===== config.mk =====
export PLATFORM = sky130hd
export DESIGN_NAME = fetch_unit
export DESIGN_NICKNAME = d
export VERILOG_FILES = /design/src/rtl/fetch_unit.sv
export SDC_FILE = /design/constraint.sdc
export NUM_CORES = 1
export LEC_CHECK = 0
export CAP_MARGIN = 0
export CORE_ASPECT_RATIO = 1.25
export CORE_UTILIZATION = 35
export DETAILED_ROUTE_END_ITERATION = 12
export SYNTH_ARGS = -nofsm -noshare
export SYNTH_HDL_FRONTEND = slang
export SYNTH_SLANG_ARGS = --single-unit

===== constraint.sdc =====
create_clock -name clk -period 7 [get_ports clk]
set_input_delay 1.4 -clock clk [delete_from_list [all_inputs] [get_ports clk]]
set_output_delay 1.4 -clock clk [all_outputs]
set_load 0.005 [all_outputs]

===== src/rtl/fetch_unit.sv =====
// rtl/fetch_unit.sv - Instruction fetch stage with wait-state, stall and redirect handling
//
// Purpose: drives one outstanding word request to instruction memory and presents
// the returned instruction (or a bubble) to ID, one instruction per cycle at best.
//
// Ports:
//   clk, rst            clock; asynchronous active-high reset
//   pc_stall            ID hazard stall: hold the IF outputs
//   branch_taken        redirect request from EX (wins over pc_stall)
//   branch_target[31:0] redirect address, used as-is
//   im_req, im_addr     instruction memory request and byte address
//   im_ready, im_rdata  response handshake and data (transfer on im_req && im_ready)
//   IF_pc_out           PC of the instruction presented to ID
//   IF_instr_out        instruction presented to ID
//   IF_valid            IF_instr_out is a real instruction (0 = bubble)

module fetch_unit #(
  parameter logic [31:0] RESET_PC  = 32'h0000_0000,
  parameter logic [31:0] NOP_INSTR = 32'h0000_0013
) (
  input  logic        clk,
  input  logic        rst,
  input  logic        pc_stall,
  input  logic        branch_taken,
  input  logic [31:0] branch_target,
  output logic        im_req,
  output logic [31:0] im_addr,
  input  logic        im_ready,
  input  logic [31:0] im_rdata,
  output logic [31:0] IF_pc_out,
  output logic [31:0] IF_instr_out,
  output logic        IF_valid
);

  typedef enum logic [1:0] {
    FETCH = 2'd0,
    DROP  = 2'd1,
    HOLD  = 2'd2
  } state_t;

  state_t      r_state;
  logic [31:0] r_pc;
  logic [31:0] r_redirect_pc;
  logic [31:0] r_hold_instr;
  logic [31:0] r_if_pc;
  logic [31:0] r_if_instr;
  logic        r_if_valid;

  // In DROP the newest branch seen so far decides where fetch resumes,
  // including one arriving on the very cycle the dropped response lands.
  logic [31:0] w_next_redirect;
  logic [31:0] w_pc_plus4;

  assign w_next_redirect = branch_taken ? branch_target : r_redirect_pc;
  assign w_pc_plus4      = r_pc + 32'd4;

  // The address is the PC register itself, so it cannot move while a
  // request waits; HOLD already owns its data and issues nothing.
  assign im_addr      = r_pc;
  assign im_req       = (r_state != HOLD);
  assign IF_pc_out    = r_if_pc;
  assign IF_instr_out = r_if_instr;
  assign IF_valid     = r_if_valid;

  always_ff @(posedge clk or posedge rst) begin
    if (rst) begin
      r_state       <= FETCH;
      r_pc          <= RESET_PC;
      r_redirect_pc <= 32'd0;
      r_hold_instr  <= 32'd0;
      r_if_pc       <= 32'd0;
      r_if_instr    <= NOP_INSTR;
      r_if_valid    <= 1'b0;
    end else begin
      case (r_state)
        FETCH: begin
          if (im_ready) begin
            if (branch_taken) begin
              r_pc       <= branch_target;
              r_if_instr <= NOP_INSTR;
              r_if_valid <= 1'b0;
            end else if (pc_stall) begin
              // Data arrived but ID cannot take it: park it, keep pc on it.
              r_hold_instr <= im_rdata;
              r_state      <= HOLD;
            end else begin
              r_if_pc    <= r_pc;
              r_if_instr <= im_rdata;
              r_if_valid <= 1'b1;
              r_pc       <= w_pc_plus4;
            end
          end else begin
            if (branch_taken) begin
              // Request already issued; it must complete before redirecting.
              r_redirect_pc <= branch_target;
              r_if_instr    <= NOP_INSTR;
              r_if_valid    <= 1'b0;
              r_state       <= DROP;
            end else if (!pc_stall) begin
              r_if_instr <= NOP_INSTR;
              r_if_valid <= 1'b0;
            end
          end
        end

        DROP: begin
          r_if_instr <= NOP_INSTR;
          r_if_valid <= 1'b0;
          if (im_ready) begin
            r_pc    <= w_next_redirect;
            r_state <= FETCH;
          end else begin
            r_redirect_pc <= w_next_redirect;
          end
        end

        HOLD: begin
          if (branch_taken) begin
            r_pc       <= branch_target;
            r_if_instr <= NOP_INSTR;
            r_if_valid <= 1'b0;
            r_state    <= FETCH;
          end else if (!pc_stall) begin
            r_if_pc    <= r_pc;
            r_if_instr <= r_hold_instr;
            r_if_valid <= 1'b1;
            r_pc       <= w_pc_plus4;
            r_state    <= FETCH;
          end
        end

        default: r_state <= FETCH;
      endcase
    end
  end

endmodule


==> summary.txt <==
Setup path
  • Critical path data arrival time: 3.72 ns
  • R2r endpoint: im_addr[31]
  • CP max FO: 36
  • Setup crit start kind: primary input
  • Worst endpoint required time: 7.33 ns
  • CP Capture Type: flip-flop
  • R2R Path Start: r_state[0]
  • Worst Setup EP: im_addr[31]
  • R2R setup slack: 4.29 ns
  • Worst Reg-to-Reg Cells: 7
  • Worst setup startpoint: branch_taken
  • CP Class: primary input to flip-flop

Clock network
  • Hold buffers post-CTS: 0
  • Total CTS buffers: 17
  • CTS root buffer: clkbuf_16
  • Clock Path Buffers: 2
  • CTS H-tree lvls: 4
  • Clk sink count: 163
  • Resized Gates After CTS: 0
  • Register clock-pin slew on the reported worst setup and hold paths: 0.06 ns
  • Clock Latency Late Sink: 0.42 ns
  • CTS tree: built
  • Post-CTS setup buffers: 0

Timing
  • Final period util: 0.484
  • Worst hold slack: 0.476 ns
  • Fmax: 295 MHz
  • # setup viols final: 0
  • Unrepaired setup endpoints after global routing: no
  • Final hold viol count: 0
  • Relative slew slack: 0.256
  • Final Skew: 0.00695 ns
  • Final setup TNS: 0 ns
  • Pins Over Slew Limit: 0
  • Worst-Margin Slew: 1.12 ns
  • Fin crit period: 3.39 ns

Floorplan
  • # rows: 60
  • Die area: 22700 um^2
  • Die X: 135 um
  • IO Count: 167
  • Starting Density: 0.358
  • Die H: 168 um
  • Core region area: 21500 um^2

Route
  • Initial DRT Pass Iterations: 5
  • Total wire length: 20.6 mm
  • Vias: 6200
  • DRT antenna net count: 0
  • Vias per cell: 5.43
  • Drt wl/cell: 18.1 um
  • First-iteration detailed-routing DRC count: 367
  • Remaining DRCs: 0

Power and ir drop
  • Switching fraction of total power: 0.336
  • P per Cell Area: 414 nW/um^2
  • Leakage: 4.19 nW
  • Int Pwr: 0.00279 W
  • Combinational share of power: 0.374
  • Net Switching: 0.00141 W
  • Clock power share: 0.219
  • Seq pwr share: 0.407
  • Max VDD drop: 174 uV

Synthesis
  • Async SR Flop Fraction: 1.00
  • Area fraction of the dominant cell type after synthesis: 0.519
  • Largest cells by area after synthesis: dfrtp_1 52%, mux2_2 13%, nand2_1 4.0%
  • Commonest register cell after synthesis: dfrtp_1
  • Mean area per synthesized cell: 10.9 um^2
  • Net count after synthesis: 783
  • Largest area contributor in the netlist: dfrtp_1
  • Number of synthesized flops with an enable pin: 0
  • Mapped Cells: 709
  • Register bit count reported by yosys: 163
  • Yosys cell types: 59
  • Sequential-to-total area share from yosys stat: 0.529
  • Synth Cell Area: 7720 um^2
  • Yosys warns: 0

Layout
  • # diodes: 0
  • Area Growth Syn to Fin: 31.6%
  • Number of fill cells in the layout: 2025
  • Final nets: 924
  • Post-layout instance area: 10200 um^2
  • Share of cells above drive strength 1: 0.180

Placed design
  • HPWL Detailed: 13.6 mm
  • Area post-placement: 9590 um^2
  • Final GP Congestion: 0.834
  • Number of port buffers: 166

Hold path
  • Worst hold path depth: 2
  • Min-delay src: IF_pc_out[10]
  • HP Class: flip-flop to flip-flop

Global route
  • Vias in the first global route: 6276
  • Grt ovf: 0
  • Antenna violations before repair: 1
  • GRT Total Usage: 0.192
  • First-pass GRT wire length: 33.9 mm
  • Largest net degree at the start of global routing: 101

Outcome
  • Status: complete, no violations

Job
  • Max-cap check violation count: 0
-- logic make-up (layout without fill, tap and decap cells) --
logic type / after synthesis / after routing / share of synthesized area
buffers and inverters: 66 / 219 / 0.0344
DFF: 163 / 163 / 0.529
AOI/OAI and AO/OA: 208 / 208 / 0.181
adders and majority gates: 5 / 5 / 0.00810
muxes: 94 / 94 / 0.137
and+or+nand+nor: 173 / 173 / 0.111
-- layout by cell type (no fill, tap or decap), types with 5 or more instances in the layout --
master             n
a21oi_1           33
a22o_1             5
a22oi_1           32
a31oi_1            7
and3_1            15
buf_4              9
clkbuf_16         17
clkbuf_8           5
clkdlybuf4s50_1  165
dfrtp_1          160
ha_1               5
inv_1             12
mux2_2            92
nand2_1           83
nand4_1            6
nor2_1            29
nor3_1             8
o21ai_0           54
o22ai_1           10
o31ai_1           30
-- power groups by stage --
stage | logic [W] | registers (W) | clock network [W]
final | 0.00157 | 0.00171 | 0.000920
after global routing | 0.00174 | 0.00177 | 0.000981
after detailed placement | 0.00159 | 0.00173 | 0
after CTS | 0.00159 | 0.00171 | 0.000943
after global placement | 0.00156 | 0.00172 | 0
after floorplan | 0.000897 | 0.00164 | 0
-- area by class of cell --
cell class / count / area [um^2] / area share
Clock buffer: 23 / 498 / 0.0490
Tap cell: 279 / 349 / 0.0344
Clock inverter: 8 / 75.1 / 0.00739
Multi-Input combinational cell: 480 / 3380 / 0.332
Inverter: 13 / 53.8 / 0.00530
Timing Repair Buffer: 175 / 1720 / 0.170
Sequential cell: 163 / 4080 / 0.402
-- routing by layer --
layer	share of wire	global-route usage
met1	0.45	0.246
met2	0.49	0.316
met3	0.045	0.0403
met4	0.021	0.0767
met5	0.00063	0
-- synth_stat cells, types with 3 or more instances --
| cell type | number |
|---|---|
| o2bb2ai_1 | 4 |
| o31ai_1 | 30 |
| nand2b_1 | 3 |
| a22oi_1 | 32 |
| and3_1 | 15 |
| nor2_1 | 29 |
| buf_2 | 13 |
| a41oi_1 | 3 |
| inv_1 | 13 |
| a22o_1 | 5 |
| nand4_1 | 6 |
| nand2_1 | 83 |
| o22ai_1 | 10 |
| nand3_1 | 4 |
| ha_1 | 5 |
| and3_2 | 4 |
| dfstp_2 | 3 |
| clkbuf_1 | 34 |
| o21ai_0 | 54 |
| a31oi_1 | 7 |
| and4_1 | 3 |
| mux2_2 | 92 |
| buf_1 | 5 |
| o31a_1 | 3 |
| a221oi_1 | 3 |
| dfrtp_1 | 160 |
| nor3_1 | 8 |
| nor2b_1 | 4 |
| a211oi_1 | 3 |
| a21oi_1 | 33 |
-- critical path, cell delays in order --
cell,delay (ns)
buf_2,0.55
nor2_1,0.22
a211oi_4,0.95
and3_1,0.30
a211oi_1,0.08
a211oi_1,0.21
-- worst min-delay path by stage --
stage | to | slack [ns]
after floorplan | IF_instr_out[0] | 0.47
after CTS | IF_instr_out[2] | 0.48
after global placement | IF_pc_out[11] | 0.46
after global routing | IF_instr_out[0] | 0.51
after detailed placement | IF_instr_out[24] | 0.47
final | IF_pc_out[10] | 0.48
-- per-stage QoR --
stage	util	setup slack (ns)	std cells	total power (W)
floorplan	-	1.20	709	0.00254
global placement	0.445	3.23	1110	0.00328
detailed placement	0.445	3.16	1110	0.00331
CTS	0.472	3.62	1141	0.00425
global route	0.472	3.40	1141	0.00450
finish	0.472	3.61	1141	0.00420
-- flip-flops by register name (all words and copies together) (netlist names) --
| signal | count |
|---|---|
| r_redirect_pc | 32 |
| im_addr | 32 |
| IF_valid | 1 |
| IF_instr_out | 32 |
| r_state | 2 |
| IF_pc_out | 32 |
| r_hold_instr | 32 |
Power figures use the tool's default switching activity.
